File: config.mk
export PLATFORM = sky130hd
export DESIGN_NAME = clint_axi_initiator
export DESIGN_NICKNAME = d
export VERILOG_FILES = /design/src/rtl/clint_axi_initiator.sv
export SDC_FILE = /design/constraint.sdc
export NUM_CORES = 1
export LEC_CHECK = 0
export CORE_AREA = 2 2 232 234
export CTS_BUF_LIST = sky130_fd_sc_hd__clkbuf_4
export DETAILED_ROUTE_END_ITERATION = 8
export DIE_AREA = 0 0 234 236
export HOLD_SLACK_MARGIN = 0.03
export SYNTH_ARGS = -nofsm -noshare
export SYNTH_HDL_FRONTEND = slang
export SYNTH_SLANG_ARGS = --single-unit
File: constraint.sdc
create_clock -name clk -period 4.35 [get_ports clk]
set_clock_uncertainty 0.2 [all_clocks]
set_input_delay 0.87 -clock clk [delete_from_list [all_inputs] [get_ports clk]]
set_output_delay 0.87 -clock clk [all_outputs]
set_load 0.005 [all_outputs]
File: src/rtl/clint_axi_initiator.sv
// clint_axi_initiator: single-outstanding AXI4 master for CLINT register access (optional response timeout via CLINT_INIT_TIMEOUT_EN)
module clint_axi_initiator #(
    parameter int AXI_ADDR_WIDTH = 64,
    parameter int AXI_DATA_WIDTH = 64,
    parameter int AXI_ID_WIDTH   = 10,
    parameter int AXI_ID         = 0,
    parameter int TIMEOUT_CYCLES = 1024,
    localparam int AXI_STRB_WIDTH = AXI_DATA_WIDTH / 8
) (
    input  logic                      clk,
    input  logic                      rstn,
    input  logic                      req_valid,
    output logic                      req_ready,
    input  logic                      req_we,
    input  logic [AXI_ADDR_WIDTH-1:0] req_addr,
    input  logic [AXI_DATA_WIDTH-1:0] req_wdata,
    input  logic [AXI_STRB_WIDTH-1:0] req_strb,
    output logic                      rsp_valid,
    input  logic                      rsp_ready,
    output logic [AXI_DATA_WIDTH-1:0] rsp_rdata,
    output logic                      rsp_err,
    output logic                      timeout,
    output logic [AXI_ID_WIDTH-1:0]   aw_id,
    output logic [AXI_ADDR_WIDTH-1:0] aw_addr,
    output logic [7:0]                aw_len,
    output logic [2:0]                aw_size,
    output logic [1:0]                aw_burst,
    output logic                      aw_lock,
    output logic [3:0]                aw_cache,
    output logic [2:0]                aw_prot,
    output logic [3:0]                aw_qos,
    output logic [5:0]                aw_atop,
    output logic [3:0]                aw_region,
    output logic [0:0]                aw_user,
    output logic                      aw_valid,
    input  logic                      aw_ready,
    output logic [AXI_DATA_WIDTH-1:0] w_data,
    output logic [AXI_STRB_WIDTH-1:0] w_strb,
    output logic                      w_last,
    output logic [0:0]                w_user,
    output logic                      w_valid,
    input  logic                      w_ready,
    input  logic [AXI_ID_WIDTH-1:0]   b_id,
    input  logic [1:0]                b_resp,
    input  logic [0:0]                b_user,
    input  logic                      b_valid,
    output logic                      b_ready,
    output logic [AXI_ID_WIDTH-1:0]   ar_id,
    output logic [AXI_ADDR_WIDTH-1:0] ar_addr,
    output logic [7:0]                ar_len,
    output logic [2:0]                ar_size,
    output logic [1:0]                ar_burst,
    output logic                      ar_lock,
    output logic [3:0]                ar_cache,
    output logic [2:0]                ar_prot,
    output logic [3:0]                ar_qos,
    output logic [3:0]                ar_region,
    output logic [0:0]                ar_user,
    output logic                      ar_valid,
    input  logic                      ar_ready,
    input  logic [AXI_ID_WIDTH-1:0]   r_id,
    input  logic [AXI_DATA_WIDTH-1:0] r_data,
    input  logic [1:0]                r_resp,
    input  logic                      r_last,
    input  logic [0:0]                r_user,
    input  logic                      r_valid,
    output logic                      r_ready
);
    typedef enum logic [2:0] {IDLE, WR_ADDR, WR_RESP, RD_ADDR, RD_DATA, RESP, DRAIN} state_t;

    localparam logic [AXI_ID_WIDTH-1:0] ID   = AXI_ID_WIDTH'(AXI_ID);
    localparam logic [2:0]              SIZE = 3'($clog2(AXI_STRB_WIDTH));

    state_t state, next;
    logic [AXI_ADDR_WIDTH-1:0] addr_q;
    logic [AXI_DATA_WIDTH-1:0] wdata_q;
    logic [AXI_STRB_WIDTH-1:0] strb_q;
    logic we_q, aw_done, w_done;
    logic b_err, r_err, to_hit, drain_pend;
    logic unused_in;

    assign b_err = b_resp[1] | (b_id != ID);
    assign r_err = r_resp[1] | ~r_last | (r_id != ID);
    assign unused_in = ^{b_user, r_user, b_resp[0], r_resp[0]};

    assign aw_id     = ID;
    assign aw_addr   = addr_q;
    assign aw_len    = 8'd0;
    assign aw_size   = SIZE;
    assign aw_burst  = 2'b01;
    assign aw_lock   = 1'b0;
    assign aw_cache  = 4'd0;
    assign aw_prot   = 3'd0;
    assign aw_qos    = 4'd0;
    assign aw_atop   = 6'd0;
    assign aw_region = 4'd0;
    assign aw_user   = 1'b0;
    assign w_data    = wdata_q;
    assign w_strb    = strb_q;
    assign w_last    = 1'b1;
    assign w_user    = 1'b0;
    assign ar_id     = ID;
    assign ar_addr   = addr_q;
    assign ar_len    = 8'd0;
    assign ar_size   = SIZE;
    assign ar_burst  = 2'b01;
    assign ar_lock   = 1'b0;
    assign ar_cache  = 4'd0;
    assign ar_prot   = 3'd0;
    assign ar_qos    = 4'd0;
    assign ar_region = 4'd0;
    assign ar_user   = 1'b0;

`ifdef CLINT_INIT_TIMEOUT_EN
    localparam int CW = $clog2(TIMEOUT_CYCLES + 1);
    logic [CW-1:0] cnt;
    logic waiting, timeout_q, drain_q;

    assign waiting    = (state == WR_RESP & ~b_valid) | (state == RD_DATA & ~r_valid);
    assign to_hit     = waiting & (cnt == CW'(TIMEOUT_CYCLES - 1));
    assign timeout    = timeout_q;
    assign drain_pend = drain_q;

    // Count response-less wait cycles; on expiry latch the sticky flag and remember a late beat is still owed
    always_ff @(posedge clk or negedge rstn) begin
        if (!rstn) begin
            cnt       <= '0;
            timeout_q <= 1'b0;
            drain_q   <= 1'b0;
        end else begin
            cnt       <= waiting & ~to_hit ? cnt + 1'b1 : '0;
            timeout_q <= timeout_q | to_hit;
            drain_q   <= to_hit | (drain_q & state != IDLE);
        end
    end
`else
    localparam int unused_timeout = TIMEOUT_CYCLES;
    assign to_hit     = 1'b0;
    assign drain_pend = 1'b0;
    assign timeout    = 1'b0;
`endif

    // State register
    always_ff @(posedge clk or negedge rstn) begin
        if (!rstn) state <= IDLE;
        else state <= next;
    end

    // Next state and handshake outputs
    always_comb begin
        next      = state;
        req_ready = 1'b0;
        rsp_valid = 1'b0;
        aw_valid  = 1'b0;
        w_valid   = 1'b0;
        ar_valid  = 1'b0;
        b_ready   = 1'b0;
        r_ready   = 1'b0;
        case (state)
            IDLE: begin
                req_ready = rstn;
                if (req_valid) next = req_we ? WR_ADDR : RD_ADDR;
            end
            WR_ADDR: begin
                aw_valid = ~aw_done;
                w_valid  = ~w_done;
                if ((aw_done | aw_ready) & (w_done | w_ready)) next = WR_RESP;
            end
            WR_RESP: begin
                b_ready = 1'b1;
                if (b_valid | to_hit) next = RESP;
            end
            RD_ADDR: begin
                ar_valid = 1'b1;
                if (ar_ready) next = RD_DATA;
            end
            RD_DATA: begin
                r_ready = 1'b1;
                if (r_valid | to_hit) next = RESP;
            end
            RESP: begin
                rsp_valid = 1'b1;
                if (rsp_ready) next = drain_pend ? DRAIN : IDLE;
            end
            DRAIN: begin
                b_ready = we_q;
                r_ready = ~we_q;
                if (we_q ? b_valid : r_valid) next = IDLE;
            end
            default: next = IDLE;
        endcase
    end

    // Capture the request, track write-channel handshakes, and record the response
    always_ff @(posedge clk or negedge rstn) begin
        if (!rstn) begin
            addr_q    <= '0;
            wdata_q   <= '0;
            strb_q    <= '0;
            we_q      <= 1'b0;
            aw_done   <= 1'b0;
            w_done    <= 1'b0;
            rsp_rdata <= '0;
            rsp_err   <= 1'b0;
        end else begin
            if (req_ready & req_valid) begin
                addr_q  <= req_addr;
                wdata_q <= req_wdata;
                strb_q  <= req_strb;
                we_q    <= req_we;
                aw_done <= 1'b0;
                w_done  <= 1'b0;
            end
            if (aw_valid & aw_ready) aw_done <= 1'b1;
            if (w_valid & w_ready) w_done <= 1'b1;
            if (state == WR_RESP & b_valid) begin
                rsp_err   <= b_err;
                rsp_rdata <= '0;
            end else if (state == RD_DATA & r_valid) begin
                rsp_err   <= r_err;
                rsp_rdata <= r_err ? '0 : r_data;
            end else if (to_hit) begin
                rsp_err   <= 1'b1;
                rsp_rdata <= '0;
            end
        end
    end
endmodule

== Word level (Yosys, flattened, before mapping) ==
Cells that the tools add are included.
Storage, ports and cells
  bits in registers: 207
  bits in latches: 0
  bits in writable memories: 0
  memory bits (read-only): 0
  bits of input ports: 237
  output and inout bits: 361
  word-level logic and storage cells: 69
  memories: 0
Cells by class
  add/sub/neg operators: 0
  multiply operators: 0
  div/mod/pow operators: 0
  $lt $le $gt $ge: 0
  eq/ne operators: 13
  shifts and indexed selects: 0
  mux-type cells: 25
  bitwise gates (word level): 15
  reductions and logical operators: 7
Operators by type and width (number)
  2-to-1 mux 64 bit: 3
  2-to-1 mux 3 bit: 7
  case mux 3 bit (7 select lines): 1
  nonzero test 10 bit: 2
  inequality test 2 bit (second input constant): 7
  2-to-1 mux 1 bit: 11
  == test 3 bit (second input constant): 3
  AND reduction 7 bit: 1
  bitwise AND 1 bit: 6
  == test 3 x 2 -> 1 bit (second input constant): 2
  nonzero test 2 bit: 3
  bitwise OR 1 bit: 5
  inverter 1 bit: 4
  case mux 1 bit (2 select lines): 2
  == test 3 x 1 -> 1 bit (second input constant): 1
  zero test 3 bit: 1
  2-to-1 mux 2 bit: 1

== Depth between registers and ports, before layout ==
  depth in word-level cells: 6
  gate-level depth with buffers: 6
  mapped depth without buffers: 3

== Least setup slack after synthesis ==
No wires, ideal clock.
  path type: reg2out
  start point: register state[2]
  end point: output aw_valid
  arrival time: 1.112 ns
  data required time: 3.280 ns
  slack: 2.168 ns
  cell stages (with the launch flop): 4
  buffers on the path: 1
  path through: dfrtp_1 -> buf_2 -> or3b_2 -> nor2_1
Between the ends
  cells in the longest elaborated chain, start to end: 2
RTL lines
  start, declared: RTL line 74  | state_t state, next;
  start signal, assigned: RTL line 146  | else state <= next;
  == test 3 x 1 -> 1 bit: RTL line 159  | case (state)
  2-to-1 mux 1 bit: RTL line 159
  end, declared: RTL line 35  | output logic aw_valid,
No other way between the ends.

== Worst setup path after layout ==
  start point: input rstn
  end point: output req_ready
Between the ends
  cells in the longest elaborated chain, start to end: 1
RTL lines
  start, declared: RTL line 11  | input logic rstn,
  2-to-1 mux 1 bit: RTL line 159
  end, declared: RTL line 13  | output logic req_ready,
No other way between the ends.

==> impl_metrics.env <==
export IMPL_status="finished clean"
export IMPL_synth_edf_count=0
export IMPL_synth_top_area_frac=0.551
export IMPL_crit_type="in2out"
export IMPL_ys_ff_latch=207
export IMPL_drt_iter0_markers=95
export IMPL_die_w_um=234
export IMPL_multi_input_area_um2=3170
export IMPL_routed_wl_um=28600
export IMPL_grt_pass1_wl_um=41600
export IMPL_drive_gt1_frac=0.205
export IMPL_cts_root_buf="clkbuf_4"
export IMPL_drt_first_pass_iters=4
export IMPL_finalSetupTns_ns=0
export IMPL_cp_data_required_time_ns=3.28
export IMPL_avgRoutedWirePerCell_um=15.4
export IMPL_critical_path_top_delay_family="buffers and inverters"
export IMPL_final_util=0.285
export IMPL_yosys_area_share_adder=0
export IMPL_hold_path_class="reg2reg"
export IMPL_ir_drop_mv=0.289
export IMPL_clk_pin_slew_ns=0.06
export IMPL_row_count=85
export IMPL_synth_area_mux_share=0.206
export IMPL_ctsResizeCount=0
export IMPL_fill_cells=5441
export IMPL_die_y_um=236
export IMPL_final_cell_mix="clkdlybuf4s50_1, dfrtp_1, mux2_4"
export IMPL_synth_avg_cell_area_um2=14.6
export IMPL_crit_chain="dlygate4sd3_1, buf_8, nor4b_4, clkdlybuf4s50_1"
export IMPL_gp_congestion=0.745
export IMPL_placed_area_um2=14400
export IMPL_crit_path_top_delay_cell="dlygate4sd3_1"
export IMPL_reg2reg_slack_ns=1.85
export IMPL_vias=6746
export IMPL_synth_top_cells_by_area="dfrtp_1, mux2_4, buf_4, a22o_1, mux2_2"
export IMPL_cap_violations=0
export IMPL_initial_core_util=0.177
export IMPL_fin_crit_ns=3.92
export IMPL_finalHoldViolCount=0
export IMPL_synth_seq_area_share=0.551
export IMPL_critPathArrivalTime_ns=2.85
export IMPL_power_density_nw_per_um2=576
export IMPL_fin_nets=1356
export IMPL_max_freq_mhz=255
export IMPL_p_leak_uw=0.00679
export IMPL_crit_path_max_fanout=40
export IMPL_antenna_found_initial=3
export IMPL_clock_path_buffers=3
export IMPL_synthArstFlopShare=1.00
export IMPL_clk_latency_ns=0.73
export IMPL_synth_top_flop_cell="dfrtp_1"
export IMPL_seqCellArea_um2=5180
export IMPL_die_area_um2=55200
export IMPL_path_buf_inv=3
export IMPL_drc=0
export IMPL_grt_use_total=0.0989
export IMPL_tightestPinTransition_ns=0.961
export IMPL_io_pins=598
export IMPL_cts_max_level=2
export IMPL_grt_start_max_net_pins=66
export IMPL_dp_hpwl_um=20600
export IMPL_end_kind="output port"
export IMPL_portBuffers=504
export IMPL_stdcell_area_um2=15100
export IMPL_synth_cell_types=38
export IMPL_rsz0062_at_grt="false"
export IMPL_setup_violations=0
export IMPL_grt_pass1_vias=6901
export IMPL_cts_sinks=207
export IMPL_coreArea_um2=53100
export IMPL_syn_inst=642
export IMPL_synth_top_family_by_area="multiplexers"
export IMPL_viasPerCell=3.63
export IMPL_ant_nets=0
export IMPL_max_stage_delay_ns=0.63
export IMPL_cts_tree="yes"
export IMPL_synth_compound_area_frac=0.0724
export IMPL_netlist_area_um2=9400
export IMPL_numCtsBuffers=60
export IMPL_final_common_cell="clkdlybuf4s50_1"
export IMPL_syn_to_final_growth_pct=61.0
export IMPL_synth_largest_area_cell="dfrtp_1"
export IMPL_yosysWarnings=0
export IMPL_finalMaxSlewViolations=0
export IMPL_critPathLaunchType="input pin"
export IMPL_synth_xor_xnor_area_share=0
export IMPL_post_place_ws_ns=1.10
export IMPL_synth_simple_area_share=0.0205
export IMPL_fin_ws_ns=0.427
export IMPL_finalCritPeriodShare=0.902
export IMPL_relSlewSlack=0.359
export IMPL_p_total_uw=8720
export IMPL_grt_ovfl_total=0
[through the flow]
stage / cells / hold WS, ns
after floorplan: 729 / 0.289
after detailed placement: 1752 / 0.290
after global routing: 1857 / 0.313
after global placement: 1752 / 0.288
final: 1857 / 0.303
after CTS: 1856 / 0.305
[final timing paths]
path,from,end,depth (start not counted)
setup / recovery,rstn,req_ready,4
min in group asynchronous,rstn,rsp_rdata[0],2
hold reg to reg,w_data[11],w_data[11],1
setup reg to reg,state[0],ar_addr[17],4
hold / removal,w_data[11],w_data[11],1
max in group asynchronous,rstn,ar_addr[29],4
[Yosys cell counts (all sizes together), types with 2 or more instances]
| master | n |
|---|---|
| clkbuf | 3 |
| dfrtp | 207 |
| nor4 | 4 |
| buf | 182 |
| nor2 | 4 |
| inv | 3 |
| a211oi | 2 |
| nor3b | 2 |
| and3 | 2 |
| a22o | 66 |
| mux2 | 137 |
| nand2b | 2 |
| nand2 | 2 |
| o22ai | 4 |
| conb | 2 |
| mux2i | 2 |
| nor4b | 3 |
[timing repair]
item / 4_1_cts / 5_1_grt
hold buffers: 1 / 0
endpoints found under the hold margin: 37 / 0
setup buffers: 0 / 0
[state kept, by name (all words and copies together), names as in the netlist]
signal and cells:
ar_addr 64, rsp_rdata 64, w_data 64, w_strb 8, state 3, aw_done 1, rsp_err 1, w_done 1
we_q 1
[layer usage]
metal | vias to the layer above | GRT usage | share of wire
met3 | 58 | 0.0415 | 0.10
met2 | 361 | 0.163 | 0.48
li1 | 2999 | - | -
met1 | 3326 | 0.112 | 0.39
met4 | 2 | 0.0397 | 0.027
met5 | - | 0 | 0.00056
[cells by family (layout without fill, tap and decap cells)]
logic type             Yosys count  in the layout
AO/OA/AOI/OAI                   80             80
flip-flops                     207            207
other                            2             90
multiplexers                   139            139
AND/OR/NAND/NOR                 26             26
buffers and inverters          188            619
[report_power, final]
part	switching (uW)	total, uW	leakage [uW]	internal (uW)
clock	853	1830	0.000449	975
sequential	542	3150	0.00261	2600
combinational	1050	3740	0.00373	2690
[worst register-to-register path, stage by stage, from the launching register on]
cell and delay (ns):
dfrtp_1 0.57, nor4b_4 0.49, nand2_8 0.28, buf_4 0.45
mux2_4 0.40
[layout make-up]
class	instances	share of cell area
flip-flops and latches	207	0.342
repair buffers	513	0.340
multi-input cells	334	0.209
well taps	696	0.0576
clock buffers	88	0.0437
clock inverters	15	0.00595
inverters	3	0.000744
diodes	1	0.000165
Note: power is estimated with default switching activity, not from simulation.
